--- src/rtl/lsu_axi_master.sv ---
// ---------------------------------------------------------------------------
// lsu_axi_master
//
// Load/store bus initiator for the multicycle core. It accepts one load or
// store at a time from the EXU/MEM stage, drives the AXI-lite-style mem_*
// channels toward the memory responder, and returns the extended load data
// (or zero for stores) together with an error flag.
//
// The responder always works on whole 32-bit words. Byte-lane placement of
// store data, write-strobe generation and extraction/extension of load data
// all happen in this unit.
//
// Ports
//   clk, rst            clock (rising edge), asynchronous active-low reset
//   req_valid/req_ready request handshake; req_ready is high only when idle
//   req_wen             1 = store, 0 = load
//   req_op              0=b, 1=h, 2=w, 4=bu, 5=hu (stores use 0/1/2)
//   req_addr            byte address
//   req_wdata           store data, LSB-justified
//   resp_valid/ready    result handshake
//   resp_rdata          extended load data, 0 for stores
//   resp_err            misaligned access or non-zero rresp/bresp
//   mem_ar*, mem_r*     read address / read data channels
//   mem_aw*, mem_w*     write address / write data channels
//   mem_b*              write response channel
// ---------------------------------------------------------------------------
module lsu_axi_master #(
    parameter int ADDR_W = 32,
    parameter int STRB_W = 8
) (
    input  logic              clk,
    input  logic              rst,

    input  logic              req_valid,
    output logic              req_ready,
    input  logic              req_wen,
    input  logic [2:0]        req_op,
    input  logic [ADDR_W-1:0] req_addr,
    input  logic [31:0]       req_wdata,

    output logic              resp_valid,
    input  logic              resp_ready,
    output logic [31:0]       resp_rdata,
    output logic              resp_err,

    output logic [ADDR_W-1:0] mem_araddr,
    output logic              mem_arvalid,
    input  logic              mem_arready,

    input  logic [31:0]       mem_rdata,
    input  logic [1:0]        mem_rresp,
    input  logic              mem_rvalid,
    output logic              mem_rready,

    output logic [ADDR_W-1:0] mem_awaddr,
    output logic              mem_awvalid,
    input  logic              mem_awready,

    output logic [31:0]       mem_wdata,
    output logic [STRB_W-1:0] mem_wstrb,
    output logic              mem_wvalid,
    input  logic              mem_wready,

    input  logic [1:0]        mem_bresp,
    input  logic              mem_bvalid,
    output logic              mem_bready
);

    typedef enum logic [2:0] {
        IDLE    = 3'd0,
        RD_REQ  = 3'd1,
        RD_DATA = 3'd2,
        WR_REQ  = 3'd3,
        WR_RESP = 3'd4,
        RESP    = 3'd5
    } state_t;

    state_t state_q;
    state_t state_d;

    // Request fields latched at accept; req_* may change afterwards.
    logic [ADDR_W-1:0] addr_q;
    logic [2:0]        op_q;
    logic [31:0]       wdata_q;
    logic [3:0]        strb_q;

    // Per-channel completion flags for the write address and data channels,
    // which may handshake in different cycles.
    logic aw_done_q;
    logic w_done_q;

    logic [31:0] resp_rdata_q;
    logic        resp_err_q;

    // FSM strobes that steer the datapath registers.
    logic accept;
    logic take_rdata;
    logic take_bresp;

    logic        req_misaligned;
    logic [3:0]  req_strb;
    logic [31:0] req_wdata_lane;
    logic [31:0] rdata_shifted;
    logic [31:0] load_data;
    logic        aw_hs;
    logic        w_hs;
    logic        aw_fin;
    logic        w_fin;

    // Access size decode: op[1] selects word, otherwise op[0] selects half,
    // else byte. op[2] only matters for load extension.
    always_comb begin
        req_misaligned = 1'b0;
        req_strb       = 4'b0001 << req_addr[1:0];
        if (req_op[1]) begin
            req_misaligned = |req_addr[1:0];
            req_strb       = 4'b1111;
        end else if (req_op[0]) begin
            req_misaligned = req_addr[0];
            req_strb       = 4'b0011 << req_addr[1:0];
        end
    end

    assign req_wdata_lane = req_wdata << {req_addr[1:0], 3'b000};

    // The responder returns the full word; bring the addressed byte/half down
    // to bit 0 and then extend it according to the latched op.
    assign rdata_shifted = mem_rdata >> {addr_q[1:0], 3'b000};

    always_comb begin
        load_data = rdata_shifted;
        case (op_q)
            3'h0:    load_data = {{24{rdata_shifted[7]}},  rdata_shifted[7:0]};
            3'h1:    load_data = {{16{rdata_shifted[15]}}, rdata_shifted[15:0]};
            3'h4:    load_data = {24'h000000, rdata_shifted[7:0]};
            3'h5:    load_data = {16'h0000,   rdata_shifted[15:0]};
            default: load_data = rdata_shifted;
        endcase
    end

    assign aw_hs  = mem_awvalid & mem_awready;
    assign w_hs   = mem_wvalid & mem_wready;
    assign aw_fin = aw_done_q | aw_hs;
    assign w_fin  = w_done_q | w_hs;

    // State register.
    always_ff @(posedge clk or negedge rst) begin
        if (!rst) begin
            state_q <= IDLE;
        end else begin
            state_q <= state_d;
        end
    end

    // Next-state logic and datapath strobes.
    always_comb begin
        state_d    = state_q;
        accept     = 1'b0;
        take_rdata = 1'b0;
        take_bresp = 1'b0;
        case (state_q)
            IDLE: begin
                if (req_valid) begin
                    accept = 1'b1;
                    if (req_misaligned) begin
                        state_d = RESP;
                    end else if (req_wen) begin
                        state_d = WR_REQ;
                    end else begin
                        state_d = RD_REQ;
                    end
                end
            end
            RD_REQ: begin
                if (mem_arready) begin
                    state_d = RD_DATA;
                end
            end
            RD_DATA: begin
                if (mem_rvalid) begin
                    take_rdata = 1'b1;
                    state_d    = RESP;
                end
            end
            WR_REQ: begin
                // A write response arriving together with the last of the
                // aw/w handshakes is taken here without visiting WR_RESP.
                if (aw_fin && w_fin) begin
                    if (mem_bvalid) begin
                        take_bresp = 1'b1;
                        state_d    = RESP;
                    end else begin
                        state_d = WR_RESP;
                    end
                end
            end
            WR_RESP: begin
                if (mem_bvalid) begin
                    take_bresp = 1'b1;
                    state_d    = RESP;
                end
            end
            RESP: begin
                if (resp_ready) begin
                    state_d = IDLE;
                end
            end
            default: begin
                state_d = IDLE;
            end
        endcase
    end

    // Request latch and write-channel completion tracking.
    always_ff @(posedge clk or negedge rst) begin
        if (!rst) begin
            addr_q    <= '0;
            op_q      <= 3'h0;
            wdata_q   <= 32'h0;
            strb_q    <= 4'h0;
            aw_done_q <= 1'b0;
            w_done_q  <= 1'b0;
        end else if (accept) begin
            addr_q    <= req_addr;
            op_q      <= req_op;
            wdata_q   <= req_wdata_lane;
            strb_q    <= req_strb;
            aw_done_q <= 1'b0;
            w_done_q  <= 1'b0;
        end else if (state_q == WR_REQ) begin
            if (aw_hs) begin
                aw_done_q <= 1'b1;
            end
            if (w_hs) begin
                w_done_q <= 1'b1;
            end
        end
    end

    // Result registers. A misaligned request reports its error directly from
    // the accept; bus transactions overwrite them when their response lands.
    always_ff @(posedge clk or negedge rst) begin
        if (!rst) begin
            resp_rdata_q <= 32'h0;
            resp_err_q   <= 1'b0;
        end else if (accept) begin
            resp_rdata_q <= 32'h0;
            resp_err_q   <= req_misaligned;
        end else if (take_rdata) begin
            resp_rdata_q <= load_data;
            resp_err_q   <= |mem_rresp;
        end else if (take_bresp) begin
            resp_rdata_q <= 32'h0;
            resp_err_q   <= |mem_bresp;
        end
    end

    // Handshake outputs are pure state decodes, so they never depend on a
    // ready input and fall to zero as soon as reset forces IDLE. req_ready is
    // also gated by rst so nothing looks acceptable while reset is held.
    assign req_ready   = rst & (state_q == IDLE);
    assign resp_valid  = (state_q == RESP);
    assign mem_arvalid = (state_q == RD_REQ);
    assign mem_rready  = (state_q == RD_REQ) | (state_q == RD_DATA);
    assign mem_awvalid = (state_q == WR_REQ) & ~aw_done_q;
    assign mem_wvalid  = (state_q == WR_REQ) & ~w_done_q;
    assign mem_bready  = (state_q == WR_REQ) | (state_q == WR_RESP);

    assign resp_rdata  = resp_rdata_q;
    assign resp_err    = resp_err_q;
    assign mem_araddr  = addr_q;
    assign mem_awaddr  = addr_q;
    assign mem_wdata   = wdata_q;
    assign mem_wstrb   = STRB_W'(strb_q);

endmodule

--- config.mk ---
export PLATFORM = sky130hd
export DESIGN_NAME = lsu_axi_master
export DESIGN_NICKNAME = d
export VERILOG_FILES = /design/src/rtl/lsu_axi_master.sv
export SDC_FILE = /design/constraint.sdc
export NUM_CORES = 1
export LEC_CHECK = 0
export ABC_AREA = 1
export CORE_UTILIZATION = 43
export DETAILED_ROUTE_END_ITERATION = 6
export HOLD_SLACK_MARGIN = 0.06
export PLACE_DENSITY = 0.83
export RECOVER_POWER = 100
export SKIP_CTS_REPAIR_TIMING = 1
export SYNTH_ARGS = -nofsm -noshare
export SYNTH_HDL_FRONTEND = slang
export SYNTH_SLANG_ARGS = --single-unit
--- constraint.sdc ---
create_clock -name clk -period 1.88 [get_ports clk]
set_input_delay 0.282 -clock clk [delete_from_list [all_inputs] [get_ports clk]]
set_output_delay 0.282 -clock clk [all_outputs]
set_load 0.01 [all_outputs]
==> flow_summary.json <==
{
  "async_flop_share_pct": 100.0,
  "finalNetCount": 1127,
  "areaGrowthSynthToFinish_pct": 46.92,
  "synth_ff_type": "dfrtp_1",
  "num-fill-cells": 1139,
  "synth_cells": 816,
  "initial_core_util_pct": 44.22,
  "rsz0062_at_grt": "false",
  "yosysSeqAreaShare_pct": 46.39,
  "combPwrFrac_pct": 51.3,
  "finalWorstSetupSlack_ns": 0.09377,
  "worst_pin_slew_ns": 1.481,
  "grt_overflow": 0,
  "yosys_warnings": 0,
  "die_w_um": 118.9,
  "cts_tree": "yes",
  "cts_buffers": 9,
  "r2r-start": "state_q[0]",
  "worst_setup_path_end_kind": "primary output",
  "hp-class": "in -> async",
  "antenna_left": 0,
  "critPathLaunchType": "flop",
  "drt_drc_violations_left": 0,
  "clkPwrFrac_pct": 16.2,
  "cts.sinks": 109,
  "viasPerCell": 5.057,
  "syn_area_per_cell_um2": 7.205,
  "cpPeakStageDelay_ns": 0.60,
  "drt_iter0_markers": 706,
  "power.density_nw_per_um2": 1484,
  "firstDrtPassIters": 5,
  "grt_pass1_vias": 5691,
  "synth_largest_area_cell": "dfrtp_1",
  "diodes": 0,
  "worstPathArrival_ns": 1.50,
  "die_h_um": 118.9,
  "ys_ff_latch": 109,
  "crit_path_start": "mem_araddr[1]",
  "synth_top_area_share_pct": 46.39,
  "seq_power_share_pct": 32.5,
  "crit_type": "reg -> out",
  "antenna_found_initial": 0,
  "h-tree-depth": 3,
  "maxSlewViolCount": 0,
  "finalSetupViolCount": 0,
  "rows": 42,
  "critPathMaxFanout": 11,
  "ir_worst_vdd_v": 0.0007017,
  "ioPinCount": 257,
  "intPower_mw": 7.618,
  "final_common_cell": "nand2_1",
  "finalClockSkew_ns": 0.009227,
  "hold_ws_ns": 0.4313,
  "swShare_pct": 40.56,
  "die_area_um2": 14140,
  "gp_congestion": 0.8874,
  "dp_hpwl_mm": 12.56,
  "slowest_stage": "dlygate4sd3_1",
  "routedWlPerCell_um": 14.80,
  "cap_violations": 0,
  "clock_latency_ns": 0.34,
  "vias": 6043,
  "slew_headroom_pct": 1.243,
  "cts.clk_slew.worst_paths_ns": 0.08,
  "timing.fmax_ghz": 0.5598,
  "power.switching_mw": 5.197,
  "clockBufferDepth": 2,
  "layout_common_cells": "nand2_1 (368), dlygate4sd3_1 (131), clkdlybuf4s50_1 (113)",
  "track_usage_pct": 25.45,
  "wl_mm": 17.69,
  "cp.required_ns": 1.60,
  "leakagePower_nw": 4.538,
  "synth.top_cells.by_area": "dfrtp_1 (46%), nand2_1 (24%), nand3_1 (5.5%)",
  "synth_area_um2": 5879,
  "drive_gt1_share_pct": 5.397,
  "synth_edf_count": 0,
  "cts_root_buffer": "clkbuf_16",
  "grt_max_degree": 110,
  "status": "finished clean",
  "grt_pass1_wl_mm": 28.58,
  "finalHoldViolCount": 0,
  "r2r_slack_ns": 0.17,
  "path_cells": "buf_4 -> dlygate4sd3_1",
  "fin_util_pct": 64.97,
  "synth.lib_cells_used.distinct": 26,
  "stdcell_area_um2": 8638,
  "port_buffers": 252,
  "final.setup.tns_ns": 0,
  "timing.final.crit_share_pct": 95.01,
  "pre_cts_ws_ns": 0.06497,
  "place_area_um2": 8323,
  "fin_crit_ns": 1.786,
  "core_area_um2": 13300
}
area by class of cell:
| class | count | area, um^2 | area share (%) |
|---|---|---|---|
| multi-input cells | 591 | 2556 | 29.59 |
| clock inverters | 3 | 47.55 | 0.5504 |
| repair buffers | 270 | 2679 | 31.01 |
| well taps | 176 | 220.2 | 2.549 |
| clock buffers | 13 | 280.3 | 3.245 |
| flip-flops and latches | 109 | 2731 | 31.62 |
| inverters | 33 | 123.9 | 1.434 |
flip-flops by register name, summed over array words and instances, names as in the netlist, 3 cells and up:
| register | cells |
|---|---|
| resp_rdata | 32 |
| strb_q | 4 |
| op_q | 3 |
| state_q | 3 |
| mem_araddr | 32 |
| mem_wdata | 32 |
power by group through the flow:
stage | clock network (mW) | logic [mW] | registers [mW]
CTS | 2.10 | 7.13 | 4.21
finish | 2.07 | 6.57 | 4.17
global placement | 0 | 6.97 | 4.22
global route | 2.21 | 7.24 | 4.31
floorplan | 0 | 3.40 | 4.51
detailed placement | 0 | 7.10 | 4.21
path summary, 6_finish.rpt:
kind	to	depth (start not counted)
setup / recovery	mem_awaddr[1]	2
setup reg to reg	mem_wdata[31]	8
min in group clk	mem_araddr[16]	3
max in group asynchronous	state_q[0]	2
hold / removal	state_q[1]	2
hold reg to reg	mem_wdata[5]	2
per-layer routing:
metal  track usage, %  routed length (um)  vias up
li1                 -                   -     2947
met1            31.82                7089     2775
met4            8.623                 376        0
met5                0                   0        -
met2            41.59                8467      293
met3            7.998                1756       28
cell usage after synthesis, types with 5 or more instances:
cell type    n
a21oi_1     33
buf_2       26
buf_4       38
clkbuf_1    19
dfrtp_1    109
inv_1       27
inv_2        5
nand2_1    369
nand3_1     65
nor2_1      29
o211ai_1     8
o21ai_0     50
o21ai_1      8
o31ai_1      8
stage by stage:
step	power, mW	instances
after floorplan	7.908	819
after global placement	11.19	1178
after detailed placement	11.31	1178
after CTS	13.44	1194
after global routing	13.76	1195
final	12.82	1195
worst max-delay path, delay by kind of cell (launching register included):
| kind | cells | cell delay, ns |
|---|---|---|
| buffers and inverters | 2 | 0.78 |
| DFF | 1 | 0.39 |
cells by family (layout without fill, tap and decap cells):
group                  count (synthesis)  count (layout)  synth area share [%]
DFF                                  109             109                 46.39
buffers and inverters                119             319                 10.58
and+or+nand+nor                      479             479                 33.05
other                                  1               4               0.06378
AOI/OAI and AO/OA                    108             108                 9.917
No activity file was read; power rests on OpenSTA's default activity.
